<file path="src/rtl/safecrack_input_cond_if.sv">
// Bundle of the board-side raw inputs and the conditioned outputs of the
// safecrack input conditioning stage.
//
// Signal summary:
//   btn_raw     [3:0] raw push buttons, active-low (1 = released)
//   ms_raw            raw password-change switch, active-high
//   btn         [3:0] conditioned press code, 4'b1111 when idle
//   btn_valid         one-cycle press strobe, coincident with a non-idle btn
//   ms                debounced password-change switch level
//   multi_err         one-cycle strobe when several buttons are accepted at once
//   tick              one-cycle strobe every TICK_CYCLES cycles
//   press_state       debug view of the press FSM state (0 = IDLE, 1 = HELD)
//
// Handshake semantics: btn_valid, multi_err and tick are strobes with no
// ready/back-pressure. Each is high for exactly one cycle and the consumer
// must take it in that cycle; btn carries its payload only while btn_valid
// is high.
//
// Modports: slave = the conditioning block, master = whoever drives the raw
// inputs and consumes the conditioned outputs.
interface safecrack_input_cond_if;
  logic [3:0] btn_raw;
  logic       ms_raw;
  logic [3:0] btn;
  logic       btn_valid;
  logic       ms;
  logic       multi_err;
  logic       tick;
  logic [0:0] press_state;

  modport master (
    output btn_raw, ms_raw,
    input  btn, btn_valid, ms, multi_err, tick, press_state
  );

  modport slave (
    input  btn_raw, ms_raw,
    output btn, btn_valid, ms, multi_err, tick, press_state
  );
endinterface

</file>
<file path="src/rtl/safecrack_input_cond.sv">
// Input conditioning stage in front of the safe-lock FSM.
//
// Takes four raw active-low push buttons and the active-high password-change
// switch, synchronises each bit through a two-flop chain, debounces each bit
// independently, and turns the stable button vector into exactly one
// single-cycle press code per physical press. Also produces the free-running
// 1 Hz tick for the lockout seconds counter.
//
// Ports:
//   clk    system clock
//   rst_n  asynchronous active-low reset
//   bus    safecrack_input_cond_if.slave (raw inputs in, conditioned outputs out)
//
// Parameters:
//   DB_CYCLES   consecutive differing cycles needed to accept a new level (>= 1)
//   TICK_CYCLES tick period in clk cycles (>= 2)
module safecrack_input_cond #(
  parameter int DB_CYCLES   = 500000,
  parameter int TICK_CYCLES = 50000000
) (
  input  logic                    clk,
  input  logic                    rst_n,
  safecrack_input_cond_if.slave   bus
);

  localparam int DBW = $clog2(DB_CYCLES + 1);
  localparam int TW  = $clog2(TICK_CYCLES);

  localparam logic [0:0] IDLE = 1'b0;
  localparam logic [0:0] HELD = 1'b1;

  // Bit 4 is the ms switch (rests low), bits 3:0 are buttons (rest high).
  localparam logic [4:0] RST_LVL = 5'b01111;

  logic [4:0] sync1;
  logic [4:0] sync2;
  logic [4:0] stable;

  // ---------------------------------------------------------------------
  // Two-flop synchroniser, no logic between the stages.
  // ---------------------------------------------------------------------
  always_ff @(posedge clk or negedge rst_n) begin
    if (!rst_n) begin
      sync1 <= RST_LVL;
      sync2 <= RST_LVL;
    end else begin
      sync1 <= {bus.ms_raw, bus.btn_raw};
      sync2 <= sync1;
    end
  end

  // ---------------------------------------------------------------------
  // Per-bit debounce. The counter only advances while the synchronised value
  // disagrees with the accepted one; any agreeing cycle starts it over, so a
  // glitch shorter than DB_CYCLES cycles never reaches the stable level.
  // ---------------------------------------------------------------------
  for (genvar i = 0; i < 5; i++) begin : g_db
    logic           st;
    logic [DBW-1:0] cnt;

    always_ff @(posedge clk or negedge rst_n) begin
      if (!rst_n) begin
        cnt <= '0;
        st  <= RST_LVL[i];
      end else if (sync2[i] == st) begin
        cnt <= '0;
      end else if (cnt == DBW'(DB_CYCLES - 1)) begin
        st  <= sync2[i];
        cnt <= '0;
      end else begin
        cnt <= cnt + DBW'(1);
      end
    end

    assign stable[i] = st;
  end

  assign bus.ms = stable[4];

  // ---------------------------------------------------------------------
  // Press FSM on the stable button vector.
  // ---------------------------------------------------------------------
  logic [3:0] sb;
  logic [2:0] n_zero;
  logic [0:0] state;
  logic [3:0] btn_q;
  logic       valid_q;
  logic       err_q;

  assign sb = stable[3:0];

  always_comb begin
    n_zero = '0;
    for (int i = 0; i < 4; i++) begin
      n_zero = n_zero + {2'b00, ~sb[i]};
    end
  end

  // Outputs default to idle every cycle, so each strobe lasts one cycle.
  // HELD swallows everything until all buttons are released, which is what
  // keeps a held press from repeating and makes releases silent.
  always_ff @(posedge clk or negedge rst_n) begin
    if (!rst_n) begin
      state   <= IDLE;
      btn_q   <= 4'b1111;
      valid_q <= 1'b0;
      err_q   <= 1'b0;
    end else begin
      btn_q   <= 4'b1111;
      valid_q <= 1'b0;
      err_q   <= 1'b0;
      case (state)
        IDLE: begin
          if (n_zero == 3'd1) begin
            btn_q   <= sb;
            valid_q <= 1'b1;
            state   <= HELD;
          end else if (n_zero > 3'd1) begin
            err_q   <= 1'b1;
            state   <= HELD;
          end
        end
        HELD: begin
          if (sb == 4'b1111) begin
            state <= IDLE;
          end
        end
        default: state <= IDLE;
      endcase
    end
  end

  assign bus.btn         = btn_q;
  assign bus.btn_valid   = valid_q;
  assign bus.multi_err   = err_q;
  assign bus.press_state = state;

  // ---------------------------------------------------------------------
  // Free-running tick counter, 0 .. TICK_CYCLES-1. The strobe is decoded
  // from the counter, so it is high in exactly the cycle the count is at
  // its terminal value.
  // ---------------------------------------------------------------------
  logic [TW-1:0] tcnt;

  always_ff @(posedge clk or negedge rst_n) begin
    if (!rst_n) begin
      tcnt <= '0;
    end else if (tcnt == TW'(TICK_CYCLES - 1)) begin
      tcnt <= '0;
    end else begin
      tcnt <= tcnt + TW'(1);
    end
  end

  assign bus.tick = (tcnt == TW'(TICK_CYCLES - 1));

endmodule

</file>
<file path="src/flat_wrapper.sv">
// flat-port wrapper written by rule: the top's interface ports become plain ports
module safecrack_input_cond_flat 
#(
  parameter int DB_CYCLES   = 500000,
  parameter int TICK_CYCLES = 50000000
)
  (clk, rst_n, bus_btn_raw, bus_ms_raw, bus_btn, bus_btn_valid, bus_ms, bus_multi_err, bus_tick, bus_press_state);
  safecrack_input_cond_if bus_i ();
  input  logic clk;
  input  logic rst_n;
  input wire logic [$bits(bus_i.btn_raw)-1:0] bus_btn_raw;
  input wire logic [$bits(bus_i.ms_raw)-1:0] bus_ms_raw;
  output wire logic [$bits(bus_i.btn)-1:0] bus_btn;
  output wire logic [$bits(bus_i.btn_valid)-1:0] bus_btn_valid;
  output wire logic [$bits(bus_i.ms)-1:0] bus_ms;
  output wire logic [$bits(bus_i.multi_err)-1:0] bus_multi_err;
  output wire logic [$bits(bus_i.tick)-1:0] bus_tick;
  output wire logic [$bits(bus_i.press_state)-1:0] bus_press_state;
  assign bus_i.btn_raw = bus_btn_raw;
  assign bus_i.ms_raw = bus_ms_raw;
  assign bus_btn = bus_i.btn;
  assign bus_btn_valid = bus_i.btn_valid;
  assign bus_ms = bus_i.ms;
  assign bus_multi_err = bus_i.multi_err;
  assign bus_tick = bus_i.tick;
  assign bus_press_state = bus_i.press_state;
  safecrack_input_cond #(.DB_CYCLES(DB_CYCLES), .TICK_CYCLES(TICK_CYCLES)) u_core (.clk(clk), .rst_n(rst_n), .bus(bus_i));
endmodule
</file>
<file path="config.mk">
export PLATFORM = sky130hd
export DESIGN_NAME = safecrack_input_cond_flat
export DESIGN_NICKNAME = d
export VERILOG_FILES = /design/src/rtl/safecrack_input_cond_if.sv /design/src/rtl/safecrack_input_cond.sv /design/src/flat_wrapper.sv
export SDC_FILE = /design/constraint.sdc
export NUM_CORES = 1
export LEC_CHECK = 0
export ABC_AREA = 1
export BUFFER_PORTS_ARGS = -buffer_cell sky130_fd_sc_hd__buf_2
export CAP_MARGIN = 20
export CELL_PAD_IN_SITES_DETAIL_PLACEMENT = 0
export CELL_PAD_IN_SITES_GLOBAL_PLACEMENT = 2
export CORE_MARGIN = 2
export CORE_UTILIZATION = 37
export DETAILED_ROUTE_END_ITERATION = 8
export GPL_ROUTABILITY_DRIVEN = 0
export PLACE_DENSITY_LB_ADDON = 0.1
export SYNTH_ARGS = -nofsm -noshare
export SYNTH_HDL_FRONTEND = slang
export SYNTH_SLANG_ARGS = --single-unit
</file>
<file path="constraint.sdc">
create_clock -name clk -period 2.3 [get_ports clk]
set_input_delay 0 -clock clk [delete_from_list [all_inputs] [get_ports clk]]
set_output_delay 0 -clock clk [all_outputs]
set_load 0.01 [all_outputs]
</file>
# --- Word-level counts from Yosys, hierarchy flattened ---
# Index checks and enable logic that the tools add are counted.
op_classes:
  magnitude_cmp: 1
  eq_ne: 13
  reduce_logical: 5
  add_sub_neg: 9
  n_shift: 0
  mux: 21
  multipliers: 0
  div_mod_pow: 0
  bitwise: 10
op_table:
  columns: ["op", "n"]
  rows:
  - ["$mux 19", 10]
  - ["$add 19x1->19 const B", 5]
  - ["$eq 19x19->1 const B", 5]
  - ["$add 26x1->26 const B", 1]
  - ["$eq 26x26->1 const B", 1]
  - ["$mux 26", 1]
  - ["$not 1->1", 10]
  - ["$reduce_and 2->1", 5]
  - ["$mux 4", 2]
  - ["$mux 1", 7]
  - ["$add 3x1->3", 2]
  - ["$eq 1x1->1", 5]
  - ["$eq 4x4->1 const B", 1]
  - ["$eq 3x1->1 const B", 1]
  - ["$gt 3x1->1 const B", 1]
  - ["$add 1x1->2", 1]
  - ["$pmux 1 s2", 1]
word_totals:
  ramBits: 0
  elab_cells: 76
  n_memories: 0
  latchBits: 0
  rom_bits: 0
  ff_bits: 143
  out_inout_bits: 9

# --- Logic depth before layout (Yosys ltp) ---
# Gate-level depths: netlist of run 1.
depth:
  word_depth: 8
  ltp_mapped: 9

# --- Worst setup path after synthesis of run 1 ---
# OpenSTA, ideal clock, no wires.
synth_timing:
  kind: "register to register"
  start: "reg u_core.g_db[0].st"
  end: "reg u_core.state, in the netlist u_core.bus.press_state"
  path_stages_with_launch: 9
  setup_slack_ps: 313
  arrival_ps: 1923
  setup_time_ps: 64
  path_buffers: 0
  path_cell_list: "dfstp_2 inv_1 ha_1 fa_1 inv_1 ha_1 nand3b_1 inv_1 a211o_1"
synth_between:
  elab_chain_cells: 8
synth_rtl:
  columns: ["item", "line_no", "text"]
  rows:
  - ["from (decl)", "safecrack_input_cond.sv:58", "logic st;"]
  - ["from (signal assigned)", "safecrack_input_cond.sv:64", "st <= RST_LVL[i];"]
  - ["from (signal assigned)", "safecrack_input_cond.sv:68", "st <= sync2[i];"]
  - ["$not 1->1", "safecrack_input_cond.sv:95", "n_zero = n_zero + {2'b00, ~sb[i]};"]
  - ["$add 1x1->2", "safecrack_input_cond.sv:95", null]
  - ["$add 3x1->3 (2 in series)", "safecrack_input_cond.sv:95", null]
  - ["$gt 3x1->1", "safecrack_input_cond.sv:118", "end else if (n_zero > 3'd1) begin"]
  - ["$mux 1", "safecrack_input_cond.sv:118", null]
  - ["$mux 1", "safecrack_input_cond.sv:114", "if (n_zero == 3'd1) begin"]
  - ["$pmux 1 s2 *", "safecrack_input_cond.sv:112", "case (state)"]
  - ["to (signal assigned)", "safecrack_input_cond.sv:117", "state <= HELD;"]
  - ["to (signal assigned)", "safecrack_input_cond.sv:120", "state <= HELD;"]
  - ["to (signal assigned)", "safecrack_input_cond.sv:125", "state <= IDLE;"]
  - ["to (decl)", "safecrack_input_cond.sv:85", "logic [0:0] state;"]
# Every way passes the cells marked *; elsewhere a longest branch is shown, timed or not.
# A chain may end at the register's enable or synchronous reset.

# --- Worst setup path after layout of run 1 ---
# Same ends and word-level chain as after synthesis.

==> results of run 1 <==
[per-layer routing]
layer,global-route usage,vias to the layer above
met5,0,-
met4,0.0414,0
met3,0.0382,16
met2,0.306,48
met1,0.228,2900
li1,-,3364
[flip-flops by register name, indices dropped and copies added, names as in the netlist]
name                    cells
u_core.bus.btn              4
u_core.bus.btn_valid        1
u_core.bus.ms               1
u_core.bus.multi_err        1
u_core.bus.press_state      1
u_core.g_db.cnt            95
u_core.g_db.st              4
u_core.sync1                5
u_core.sync2                5
u_core.tcnt                26
[layout by cell type (no fill, tap or decap), types with 2 or more instances in the layout]
master / count
dfrtp_1: 127
clkbuf_1: 2
a21oi_2: 2
dlygate4sd3_1: 6
nand3_1: 58
o22ai_1: 2
xor2_1: 39
buf_2: 14
xnor2_1: 13
nand2_1: 279
buf_4: 6
dfstp_2: 16
ha_1: 10
clkbuf_8: 2
clkbuf_16: 17
nand2_2: 3
o21ai_0: 16
nor2_4: 5
nor3_1: 9
nand3_2: 2
nor2_1: 275
bufinv_16: 6
clkinvlp_4: 2
a21oi_1: 19
inv_1: 104
nand3b_1: 5
o21a_1: 5
a31oi_1: 3
xnor2_2: 3
nor2_2: 26
clkinv_2: 3
inv_2: 6
nand4_1: 17
[final cells by class]
class / count / share of cell area
multi-input combinational: 799 / 0.420
sequential: 143 / 0.399
clock buffer: 21 / 0.0511
inverter: 110 / 0.0458
tap: 275 / 0.0382
clock inverter: 11 / 0.0233
timing repair buffer: 28 / 0.0229
[worst max-delay path: stages, from the launching register on]
cell and delay (ns):
dfstp_2 0.56, inv_1 0.07, ha_1 0.29, fa_1 0.42, inv_1 0.07, ha_1 0.21
nand3b_1 0.15, inv_1 0.14, a211o_1 0.12
[worst paths after layout]
path	endpoint	slack, ns	cells past startpoint
setup / recovery	u_core.bus.press_state	0.21	8
hold / removal	u_core.g_db[1].cnt[16]	0.02	2
setup reg to reg	u_core.bus.press_state	0.21	8
hold reg to reg	u_core.sync2[4]	0.35	0
min in group clk	u_core.sync1[0]	0.22	2
max in group asynchronous	u_core.sync1[0]	1.51	3
[power by group]
group / total, mW / switching [mW] / internal (mW)
logic: 0.169 / 0.119 / 0.0499
clock network: 3.16 / 1.08 / 2.09
registers: 2.58 / 0.0252 / 2.55
total: 5.91 / 1.22 / 4.69
[cell families (layout without fill, tap and decap cells)]
family	count (synthesis)	in the layout
xor gates and xnor gates	55	55
AOI/OAI and AO/OA	49	49
DFF	143	143
adders and majority gates	11	11
and+or+nand+nor	684	684
buffers and inverters	114	170
[timing repair]
item	in CTS	in global routing
resized for setup	0	0
hold buffers	6	0
endpoints found under the hold margin	134	0
==> impl_metrics.ini, run 1 <==
[route]
drt_first_iter_violations = 269
finalWirelength_mm = 18.3
wl_per_cell_um = 13.2
final_antenna_net_count = 0
viasPerCell = 4.56
drt-pass1-iter-count = 5
wl_met2_mm = 8.83
drt-met1-wl_mm = 8.96
wl_met3_um = 359
routed-via-count = 6328
top_layer = met4
drcViolationCount = 0

[die]
die_width_um = 149
start_util = 0.374
pin_count = 16
dieArea_um2 = 22300
rows = 53
die_h_um = 149
coreArea_um2 = 20900

[yosys]
synth_compound_area_frac = 0.0357
synth_area_um2 = 7820
yosysMostFrequentCell = nand2_1
yosys_register_bits = 143
ys_seq_area_frac = 0.460
synthCells = 1056
synthTopCellsByCount = nand2_1, nor2_1, dfrtp_1
synth_top_area_frac = 0.407
synth-xor-area-share = 0.0645
synthMuxAreaShare = 0
synthSimpleGateAreaFrac = 0.365
synth_nets = 1074
synth_top_cell_by_area = dfrtp_1
ys.flop_type = dfrtp_1
synth-adder-area-share = 0.0186
ys_warn_count = 0
async_flop_share = 1.00
avgSynthCellArea_um2 = 7.40
synthTopCellsByArea = dfrtp_1, nand2_1, nor2_1, dfstp_2, inv_1
synth.distinct_cells = 33
synth_edf_count = 0
synth_top_family_by_area = simple AND/OR/NAND/NOR gates

[min_path]
min_path_type = input port to asynchronous set/reset pin

[timing]
skew_ns = 0.0109
min_period_over_period = 0.911
setup_viol = 0
grt_setup_unrepaired = no
drv_slew = 0
final.setup.tns_ns = 0
relSlewSlack = 0.616
fin_crit_ns = 2.09
worstMarginPinSlew_ns = 0.574
whs_ns = 0.0201
fmax_ghz = 0.477
hold_viol_final = 0
finalWorstSetupSlack_ns = 0.205

[global_routing]
grt_util_all_layers = 0.177
grt_pass1_wl_mm = 31.3
grt_max_degree = 84
grt_overflow = 0
first_global_vias = 6467
antenna_found_initial = 0

[placed_design]
place_area_um2 = 8290
hpwl_mm = 13.7
pre_cts_slack_ns = 0.195
dp.cells = 1349
io_buffers = 15

[clocking]
cts_sinks = 143
cts_tree = done
cts-root-buf = clkbuf_16
htree_levels = 4
clkLatencyLatePin_ns = 0.42
cts_made_buffers = 17
clk_pin_slew_ns = 0.06
post-cts-setup-buffers = 0
clock_path_buffers = 2

[layout]
final_area_um2 = 9020
post_route_cells_drive_above_1_share = 0.106
fin_nets = 1117
multiInputGateArea_um2 = 3780
final_cells = 1387
num-fill-cells = 2185
area_delta_synth_final_pct = 15.4
diodes = 0
seq_area_um2 = 3600
final_core_util = 0.432

[critical_path]
required_ns = 2.66
reg2reg_from = u_core.g_db[0].st
cp-end-kind = flop
setup.worst_path.start = u_core.g_db[0].st
worst-setup-path-type = flop to flop
crit_arrival_ns = 2.45
cp-start-kind = flop
worstPathMaxFanout = 6

[pwr]
p_total_mw = 5.91
leakagePower_nw = 3.81
p_per_area_nw_per_um2 = 655
peakVddDrop_mv = 0.404

[outcome]
outcome = finished clean

[run]
cap_violations = 0
Power figures use the tool's default switching activity.
==> inputs of run 2 (changes only) <==
- REMOVE_ABC_BUFFERS: not set -> 1
==> impl_metrics.ini, run 2 (synthesis gave the netlist of run 1 again) <==
[pwr]
intPower_mw = 4.88
clock_power_share = 0.551
p_sw_frac = 0.202
p_total_mw = 6.12
power_frac_seq = 0.421
peakVddDrop_mv = 0.495
leakagePower_nw = 3.82
p_sw_mw = 1.23
power_frac_comb = 0.028
p_per_area_nw_per_um2 = 676

[global_routing]
grt_max_degree = 55
grt_overflow = 0
grt_pass1_wl_mm = 31.8
antenna_found_initial = 0
top_usage_layer = met2
grt_util_all_layers = 0.181
met1_usage = 0.241
first_global_vias = 6432
gr-usage-met2 = 0.297
met3_usage = 0.0333

[critical_path]
max_stage_delay_ns = 0.58
path_common_cell = inv_1
reg2reg_from = u_core.g_db[1].st
setup.worst_path.start = u_core.g_db[1].st
crit_path_cell_trace = inv_1 -> ha_1 -> fa_1 -> inv_1 -> ha_1 -> nand3b_1 -> inv_1 -> a211o_1
timing.rr.end = u_core.bus.press_state
reg2reg_depth = 8
cp-start-kind = flop
worstPathMaxFanout = 6
worst-setup-path-type = flop to flop
cp_top_family = adder cells
slowest_stage = dfstp_2
r2r_slack_ns = 0.18
endpoint = u_core.bus.press_state
required_ns = 2.66
cp_num_buf_inv = 3
worst-path-stages = 8
crit_arrival_ns = 2.48
cp-end-kind = flop

[route]
drcViolationCount = 0
drt_first_iter_violations = 284
final_antenna_net_count = 0
finalWirelength_mm = 18.5
drt-pass1-iter-count = 4
viasPerCell = 4.62
routed-via-count = 6400
wl_per_cell_um = 13.4

[clocking]
htree_levels = 4
ctsHoldBuffers = 6
cts_sinks = 143
clk_pin_slew_ns = 0.06
cts_made_buffers = 17
ctsResizeCount = 0
clkLatencyLatePin_ns = 0.42
clock_path_buffers = 2
post-cts-setup-buffers = 0
cts_tree = done
cts-root-buf = clkbuf_16

[min_path]
min_path_type = input port to asynchronous set/reset pin

[layout]
reg_top3 = u_core.g_db.cnt: 95 flops, u_core.tcnt: 26 flops
largest_register_ff_count = 95
mostFrequentLayoutCell = nand2_1
final_core_util = 0.433
post_route_cells_drive_above_1_share = 0.104
final_cell_mix = nand2_1, nor2_1, dfrtp_1, inv_1, nand3_1
diodes = 0
final_area_um2 = 9050
area_delta_synth_final_pct = 15.8
fin_nets = 1116
regMostFlops = u_core.g_db.cnt
final_cells = 1385

[timing]
hold_viol_final = 0
fin_crit_ns = 2.12
worstMarginPinSlew_ns = 0.593
finalWorstSetupSlack_ns = 0.181
fmax_ghz = 0.472
grt_setup_unrepaired = no
min_period_over_period = 0.921
drv_slew = 0
relSlewSlack = 0.603
setup_viol = 0
final.setup.tns_ns = 0
whs_ns = 0.0931
skew_ns = 0.0103

[die]
rows = 53
coreArea_um2 = 20900
die_width_um = 149
start_util = 0.374
pin_count = 16
die_h_um = 149
dieArea_um2 = 22300

[outcome]
outcome = finished clean

[run]
cap_violations = 0

[placed_design]
place_area_um2 = 8280
io_buffers = 15
hpwl_mm = 13.9
pre_cts_slack_ns = 0.151
dp.cells = 1348
==> run 2: power groups by stage <==
stage	Sequential, mW	Combinational, mW	Clock (mW)
finish	2.58	0.169	3.37
global route	2.58	0.201	3.56
CTS	2.58	0.177	3.45
detailed placement	2.62	0.169	0
global placement	2.62	0.170	0
floorplan	2.62	0.0732	0
==> run 2: area by class of cell <==
| class | instances | area, um2 |
|---|---|---|
| clock inverters | 10 | 258 |
| repair buffers | 27 | 199 |
| well taps | 275 | 344 |
| fillers | 2176 | 11800 |
| clock buffers | 21 | 450 |
| inverters | 110 | 413 |
| multi-input cells | 799 | 3780 |
| flip-flops and latches | 143 | 3600 |
==> run 2: how the worst min path moves through the flow <==
stage | to | cells after the start | slack (ns) | from
floorplan | u_core.bus.btn_valid | 0 | -0.30 | rst_n
global placement | u_core.tcnt[0] | 1 | -0.001 | rst_n
detailed placement | u_core.tcnt[1] | 1 | 0.001 | rst_n
CTS | u_core.tcnt[1] | 2 | 0.11 | rst_n
global route | u_core.tcnt[1] | 2 | 0.14 | rst_n
finish | u_core.tcnt[1] | 2 | 0.09 | rst_n
==> run 2: layer usage <==
metal	vias up	wire length (um)
met1	2954	9010
met2	69	8810
met5	-	0
met3	20	401
met4	0	310
li1	3357	-
